## src/rtl/phase_ctrl_if.sv

```systemverilog
// Instruction-memory fetch handshake between phase_ctrl and memory.
// imem_req: fetch request; imem_ack: done, imem_rdata valid same cycle.
interface phase_ctrl_if;
    logic        imem_req;
    logic        imem_ack;
    logic [15:0] imem_rdata;

    modport master (
        output imem_req,
        input  imem_ack,
        input  imem_rdata
    );

    modport slave (
        input  imem_req,
        output imem_ack,
        output imem_rdata
    );
endinterface

```

## src/rtl/phase_ctrl.sv

```systemverilog
// Four-phase fetch/decode/exec/writeback sequencer with illegal-op halt.
// Ports: CLK, RSTN (async low), imem (fetch handshake), alu_q, sr1_zero,
// ph (one-hot phase), ir, pc, rf_we, halted; step only when STEP_EN defined.
module phase_ctrl (
    input  logic                CLK,
    input  logic                RSTN,
    phase_ctrl_if.master        imem,
    input  logic [15:0]         alu_q,
    input  logic                sr1_zero,
`ifdef STEP_EN
    input  logic                step,
`endif
    output logic [3:0]          ph,
    output logic [15:0]         ir,
    output logic [15:0]         pc,
    output logic                rf_we,
    output logic                halted
);

    localparam logic [3:0] PH0 = 4'b0001;
    localparam logic [3:0] PH1 = 4'b0010;
    localparam logic [3:0] PH2 = 4'b0100;
    localparam logic [3:0] PH3 = 4'b1000;

    localparam logic [3:0] OP_ADD = 4'h1;
    localparam logic [3:0] OP_LI  = 4'h2;
    localparam logic [3:0] OP_B   = 4'h3;
    localparam logic [3:0] OP_BNZ = 4'h4;

    typedef enum logic [2:0] {
        S_FETCH,
        S_DECODE,
        S_EXEC,
        S_WB,
        S_HALT
    } state_t;

    state_t      state_q, state_d;
    logic [15:0] pc_q, pc_d;
    logic [15:0] ir_q, ir_d;
    logic        req;
    logic        fetch_ok;

    logic [3:0]  op;
    logic        legal;
    logic        is_wr;
    logic        take;

    assign op    = ir_q[15:12];
    assign legal = (op == OP_ADD) || (op == OP_LI) ||
                   (op == OP_B)   || (op == OP_BNZ);
    assign is_wr = (op == OP_ADD) || (op == OP_LI);
    assign take  = (op == OP_B) || ((op == OP_BNZ) && !sr1_zero);

`ifdef STEP_EN
    // go_q: a step pulse has been seen and not yet spent on a fetch.
    logic go_q, go_d;

    assign fetch_ok = go_q;

    always_comb begin
        go_d = go_q;
        if (state_q == S_FETCH && go_q && imem.imem_ack) begin
            go_d = 1'b0;
        end else if (step && state_q != S_HALT) begin
            go_d = 1'b1;
        end
    end

    always_ff @(posedge CLK or negedge RSTN) begin
        if (!RSTN) begin
            go_q <= 1'b0;
        end else begin
            go_q <= go_d;
        end
    end
`else
    assign fetch_ok = 1'b1;
`endif

    always_comb begin
        state_d = state_q;
        pc_d    = pc_q;
        ir_d    = ir_q;
        req     = 1'b0;
        ph      = PH0;
        rf_we   = 1'b0;
        halted  = 1'b0;
        unique case (state_q)
            S_FETCH: begin
                ph  = PH0;
                req = fetch_ok;
                if (fetch_ok && imem.imem_ack) begin
                    ir_d    = imem.imem_rdata;
                    state_d = S_DECODE;
                end
            end
            S_DECODE: begin
                ph      = PH1;
                state_d = legal ? S_EXEC : S_HALT;
            end
            S_EXEC: begin
                ph      = PH2;
                state_d = S_WB;
            end
            S_WB: begin
                ph      = PH3;
                rf_we   = is_wr;
                pc_d    = take ? alu_q : pc_q + 16'd1;
                state_d = S_FETCH;
            end
            S_HALT: begin
                ph     = 4'b0000;
                halted = 1'b1;
            end
            default: begin
                state_d = S_FETCH;
            end
        endcase
    end

    always_ff @(posedge CLK or negedge RSTN) begin
        if (!RSTN) begin
            state_q <= S_FETCH;
            pc_q    <= 16'h0000;
            ir_q    <= 16'h0000;
        end else begin
            state_q <= state_d;
            pc_q    <= pc_d;
            ir_q    <= ir_d;
        end
    end

    // Request is gated by reset so nothing is fetched while held in reset.
    assign imem.imem_req = req & RSTN;
    assign ir            = ir_q;
    assign pc            = pc_q;

endmodule

```

## src/flat_wrapper.sv

```systemverilog
// flat-port wrapper written by rule: the top's interface ports become plain ports
module phase_ctrl_flat 
  (CLK, RSTN, alu_q, sr1_zero, ph, ir, pc, rf_we, halted, imem_imem_req, imem_imem_ack, imem_imem_rdata);
  phase_ctrl_if imem_i ();
  input  logic CLK;
  input  logic RSTN;
  input  logic [15:0] alu_q;
  input  logic sr1_zero;
  output logic [3:0] ph;
  output logic [15:0] ir;
  output logic [15:0] pc;
  output logic rf_we;
  output logic halted;
  output wire logic [$bits(imem_i.imem_req)-1:0] imem_imem_req;
  input wire logic [$bits(imem_i.imem_ack)-1:0] imem_imem_ack;
  input wire logic [$bits(imem_i.imem_rdata)-1:0] imem_imem_rdata;
  assign imem_imem_req = imem_i.imem_req;
  assign imem_i.imem_ack = imem_imem_ack;
  assign imem_i.imem_rdata = imem_imem_rdata;
  phase_ctrl u_core (.CLK(CLK), .RSTN(RSTN), .imem(imem_i), .alu_q(alu_q), .sr1_zero(sr1_zero), .ph(ph), .ir(ir), .pc(pc), .rf_we(rf_we), .halted(halted));
endmodule
```

## config.mk

```make
export PLATFORM = sky130hd
export DESIGN_NAME = phase_ctrl_flat
export DESIGN_NICKNAME = d
export VERILOG_FILES = /design/src/rtl/phase_ctrl_if.sv /design/src/rtl/phase_ctrl.sv /design/src/flat_wrapper.sv
export SDC_FILE = /design/constraint.sdc
export NUM_CORES = 1
export LEC_CHECK = 0
export CORE_MARGIN = 1.5
export CORE_UTILIZATION = 47
export DETAILED_ROUTE_END_ITERATION = 8
export GPL_TIMING_DRIVEN = 0
export HOLD_SLACK_MARGIN = 0.08
export PLACE_DENSITY = 0.85
export SLEW_MARGIN = 30
export SYNTH_ARGS = -nofsm -noshare
export SYNTH_HDL_FRONTEND = slang
export SYNTH_SLANG_ARGS = --single-unit
```

## constraint.sdc

```tcl
create_clock -name CLK -period 3.54 [get_ports CLK]
set_input_delay 0.708 -clock CLK [delete_from_list [all_inputs] [get_ports CLK]]
set_output_delay 0.708 -clock CLK [all_outputs]
set_load 0.03 [all_outputs]
```

# Word-level counts from Yosys, hierarchy flattened
# Index checks and enable logic that the tools add are counted.
dict set report word_totals {
  regBits 35
  latchBits 0
  ramBits 0
  rom_bits 0
  inputBits 36
  wordCells 32
  mem_count 0
}
dict set report op_classes {
  n_addsub 1
  multipliers 0
  n_div 0
  order_cmp 0
  eq_ne 9
  shifts 0
  n_mux 8
  n_bitwise 2
  n_reduce_logical 9
}
# op count
set op_table {}
lappend op_table {{$add A16 B1 Y16 const B} 1}
lappend op_table {{$mux W16} 1}
lappend op_table {{$pmux W4 S4} 1}
lappend op_table {{$pmux W3 S4} 1}
lappend op_table {{$eq A4 B2 Y1 const B} 2}
lappend op_table {{$eq A3 B2 Y1 const B} 2}
lappend op_table {{$mux W3} 2}
lappend op_table {{$eq A4 B1 Y1 const B} 1}
lappend op_table {{$eq A4 B3 Y1 const B} 1}
lappend op_table {{$logic_or A1 B1 Y1} 4}
lappend op_table {{$reduce_and A2 Y1} 2}
lappend op_table {{$eq A3 B1 Y1 const B} 1}
lappend op_table {{$eq A3 B3 Y1 const B} 1}
lappend op_table {{$logic_not A3 Y1} 1}
lappend op_table {{$mux W1} 3}
lappend op_table {{$ne A2 B2 Y1 const B} 1}
lappend op_table {{$and A1 B1 Y1} 1}
lappend op_table {{$logic_and A1 B1 Y1} 1}
lappend op_table {{$logic_not A1 Y1} 1}
lappend op_table {{$not A1 Y1} 1}

# Logic depth before layout (Yosys ltp)
dict set report depth {
  depth_word 6
  depth_mapped 6
  depth_no_buf 5
}

# Worst setup path after synthesis
# OpenSTA, ideal clock, no wires.
dict set report synth_path {
  path_type {reg2out}
  start {register u_core.state_q[2]}
  end {output port rf_we}
  arrival_time_ns 1.953
  required_ns 2.832
  path_slack_ns 0.879
  path_stages_with_launch 5
  path_cell_list {dfrtp_1 > nand3b_1 > buf_2 > buf_2 > nor4_1}
}
dict set report synth_via {
  elab_chain_cells 2
}
# item line_no
set synth_rtl {}
lappend synth_rtl {{start: declaration} phase_ctrl.sv:38} ;# state_t state_q, state_d;
lappend synth_rtl {{start signal: assignment} phase_ctrl.sv:128} ;# state_q <= state_d;
lappend synth_rtl {{$eq A3 B2 Y1} phase_ctrl.sv:89} ;# unique case (state_q)
lappend synth_rtl {{$mux W1} phase_ctrl.sv:89}
lappend synth_rtl {{end: declaration} flat_wrapper.sv:12} ;# output logic rf_we;
# No other way between the ends.

# Worst setup path in the final report
dict set report layout_path {
  start {register u_core.state_q[2]}
  end {output port ph[3]}
}
dict set report layout_via {
  elab_chain_cells 2
  word_cells_on_any_way 5
  classes_between {eq/ne: 4; mux: 1}
}
# item line_no
set layout_rtl {}
lappend layout_rtl {{$eq A3 B3 Y1, or another cell as far along} phase_ctrl.sv:89}
lappend layout_rtl {{$pmux W4 S4 (*)} phase_ctrl.sv:89}
lappend layout_rtl {{end: declaration} flat_wrapper.sv:9} ;# output logic [3:0] ph;
# Every way passes the cells marked *; elsewhere a longest branch is shown, timed or not.

==> impl_metrics.json <==
{
  "final-setup-viol-count": 0,
  "n_fill_cell": 334,
  "core_area_um2": 3970,
  "worst_r2r_endpoint": "u_core.pc[11]",
  "tritoncts.num_buffers": 5,
  "post_cts_setup_buffer_count": 0,
  "post-dp-hpwl_mm": 3.61,
  "timing.critical_path.required_ns": 2.83,
  "boundaryPins": 75,
  "synthesis_stage_register_bit_count": 35,
  "unrepaired_setup_endpoints_after_global_routing": "no",
  "setup.worst_path.end_class": "primary output",
  "final-instance-count-excl-fill": 314,
  "period_share": 0.920,
  "grt_pass1_vias": 1753,
  "flip_flop_and_latch_area_um2": 876,
  "floorplan.initialDensity": 0.487,
  "syn_nets": 218,
  "worst-setup-path-type": "reg -> out",
  "synth_mux_area_frac": 0.140,
  "yosys.area_share.simple": 0.176,
  "ant_nets": 0,
  "drc": 0,
  "timing.critical_path.fanout_max": 10,
  "ys_top_cells_by_area": "sky130_fd_sc_hd__dfrtp_1, sky130_fd_sc_hd__mux2_2, sky130_fd_sc_hd__mux2i_1",
  "synth_top_cell_by_area": "sky130_fd_sc_hd__dfrtp_1",
  "proportion_of_synthesized_chip_area_in_sequential_cells": 0.452,
  "maxCapViolCount": 0,
  "peak_supply_drop_mv": 0.571,
  "worstSetupStartpointType": "register",
  "max_clock_freq_ghz": 0.307,
  "grt_pass1_wl_mm": 8.11,
  "yosys-top-cells-count": "sky130_fd_sc_hd__dfrtp_1, sky130_fd_sc_hd__mux2_2, sky130_fd_sc_hd__nand3_1, sky130_fd_sc_hd__nand2_1",
  "clkLatencyLatePin_ns": 0.29,
  "layout-drive-gt1-share": 0.174,
  "vias_per_cell": 5.53,
  "floorplan.die_area_um2": 4510,
  "synth_enable_flop_cells": 0,
  "fin_skew_ns": 0.00709,
  "chipWidth_um": 67.2,
  "syn2layout_area_growth_pct": 46.5,
  "synth.top_cell.area_share": 0.452,
  "number_of_placed_instances_with_taps_included": 306,
  "clk_pin_slew_worst_paths_ns": 0.07,
  "post_synth_fa_ha_maj_area_fraction": 0.00646,
  "timing.slew.headroom": 0.672,
  "class_of_the_worst_hold_path": "in -> async",
  "synth_top_family_by_area": "simple AND/OR/NAND/NOR gates",
  "crit_arrival_ns": 2.55,
  "number_of_placement_rows": 23,
  "syn-instance-count": 181,
  "cts_resized": 0,
  "power_density_nw_per_um2": 941,
  "yosys.area_share.xor_xnor": 0.0136,
  "tightestPinTransition_ns": 0.492,
  "count_of_final_hold_check_violations": 0,
  "routed-via-count": 1737,
  "numPortBuffers": 74,
  "drt_pass1_iterations": 4,
  "tritoncts_clock_tree": "done",
  "cts_max_path_buffers": 2,
  "drt-total-wl_mm": 4.88,
  "syn-cell-area_um2": 1940,
  "clock-root-buffer": "sky130_fd_sc_hd__clkbuf_8",
  "min_period_ns": 3.26,
  "grt_antenna_before_repair": 0,
  "finalNetCount": 300,
  "antenna_cells": 0,
  "timing.reg2reg.setup_slack_ns": 1.61,
  "post_synth.cell_area_avg_um2": 10.7,
  "post_cts_hold_buffer_count": 0,
  "clock_sink_total": 35,
  "post_drt_wl_per_cell_um": 15.6,
  "largest_net_degree_at_the_start_of_global_routing": 26,
  "synthFlopType": "sky130_fd_sc_hd__dfrtp_1",
  "fin_setup_tns_ns": 0,
  "synth.distinct_cells": 41,
  "worst-r2r-cell-count": 6,
  "p_leak_uw": 0.00113,
  "async_reset_ff_frac": 1.00,
  "synth-compound-area-share": 0.154,
  "report.final.slew_viol_count": 0,
  "yosysMostFrequentCell": "sky130_fd_sc_hd__dfrtp_1",
  "timing.rr.start": "u_core.ir[13]",
  "fp.dieH_um": 67.2,
  "finalWeightedCongestion": 0.806,
  "total_congestion_overflow": 0,
  "run_status": "finished clean",
  "grt_util_all_layers": 0.238,
  "drt_first_iter_violations": 127,
  "number_of_warning_messages_in_the_yosys_log": 0,
  "cts_max_level": 2,
  "multi_input_area_um2": 950
}
[critical path, stage by stage, from the launching register on]
cell                              delay, ns
sky130_fd_sc_hd__dfrtp_1               0.43
sky130_fd_sc_hd__nand3b_1              0.25
sky130_fd_sc_hd__buf_2                 0.24
sky130_fd_sc_hd__clkinv_1              0.16
sky130_fd_sc_hd__clkbuf_1              0.42
sky130_fd_sc_hd__clkdlybuf4s50_1       0.77
[cell families after synthesis]
group                      after synthesis
and+or+nand+nor                         60
AOI/OAI and AO/OA                       39
DFF                                     35
muxes                                   25
buffers and inverters                   18
xor gates and xnor gates                 3
adders and majority gates                1
[placed cells by master, fill, tap and decap left out, types with 5 or more instances in the layout]
cell type                         count
sky130_fd_sc_hd__a21oi_1              5
sky130_fd_sc_hd__a21oi_2              9
sky130_fd_sc_hd__a2bb2oi_1            8
sky130_fd_sc_hd__and2_1               8
sky130_fd_sc_hd__buf_2                5
sky130_fd_sc_hd__clkbuf_1             6
sky130_fd_sc_hd__clkbuf_8             5
sky130_fd_sc_hd__clkdlybuf4s50_1     73
sky130_fd_sc_hd__dfrtp_1             35
sky130_fd_sc_hd__mux2_2              16
sky130_fd_sc_hd__mux2i_1              9
sky130_fd_sc_hd__nand2_1             11
sky130_fd_sc_hd__nand3_1             12
sky130_fd_sc_hd__nand4_1              6
sky130_fd_sc_hd__nor2_1               8
[per-layer routing]
layer / GRT usage / part of all wire / up-vias
met5: 0 / 0 / -
met4: 0.0536 / 0.0088 / 0
met3: 0.0883 / 0.079 / 4
met2: 0.394 / 0.49 / 64
met1: 0.296 / 0.42 / 840
li1: - / - / 829
[registers in the layout, summed over array words and instances (netlist names)]
| name | cells |
|---|---|
| u_core.ir | 16 |
| u_core.pc | 16 |
| u_core.state_q | 3 |
[final cells by class]
type	count	area share
inverter	4	0.00530
timing repair buffer	75	0.267
buffer	14	0.0335
multi-input combinational	128	0.335
clock buffer	7	0.0269
clock inverter	1	0.00177
sequential	35	0.309
tap	50	0.0221
[how the worst max path moves through the flow]
stage	startpoint	endpoint	slack (ns)	cells past startpoint
after CTS	u_core.state_q[2]	ph[3]	0.28	5
after global placement	RSTN	imem_imem_req	-0.53	3
after global routing	u_core.state_q[2]	ph[3]	0.14	5
final	u_core.state_q[2]	ph[3]	0.28	5
after floorplan	u_core.state_q[2]	rf_we	0.88	4
after detailed placement	u_core.state_q[2]	ph[3]	0.60	5
[report_power, final]
group,switching [uW],internal (uW)
Clock,143,138
Sequential,173,577
Combinational,893,743
[per-stage QoR]
stage	util	cell area, um^2	power, uW	hold WS (ns)	setup WS, ns
6_report	0.714	2840	2670	0.311	0.282
5_1_grt	0.714	2840	2840	0.319	0.142
4_1_cts	0.714	2840	2690	0.309	0.277
3_5_place_dp	0.693	2750	2390	0.496	0.598
3_3_place_gp	0.690	2740	2350	0.488	-0.526
2_1_floorplan	-	1940	1790	0.412	0.879
Power figures use the tool's default switching activity.
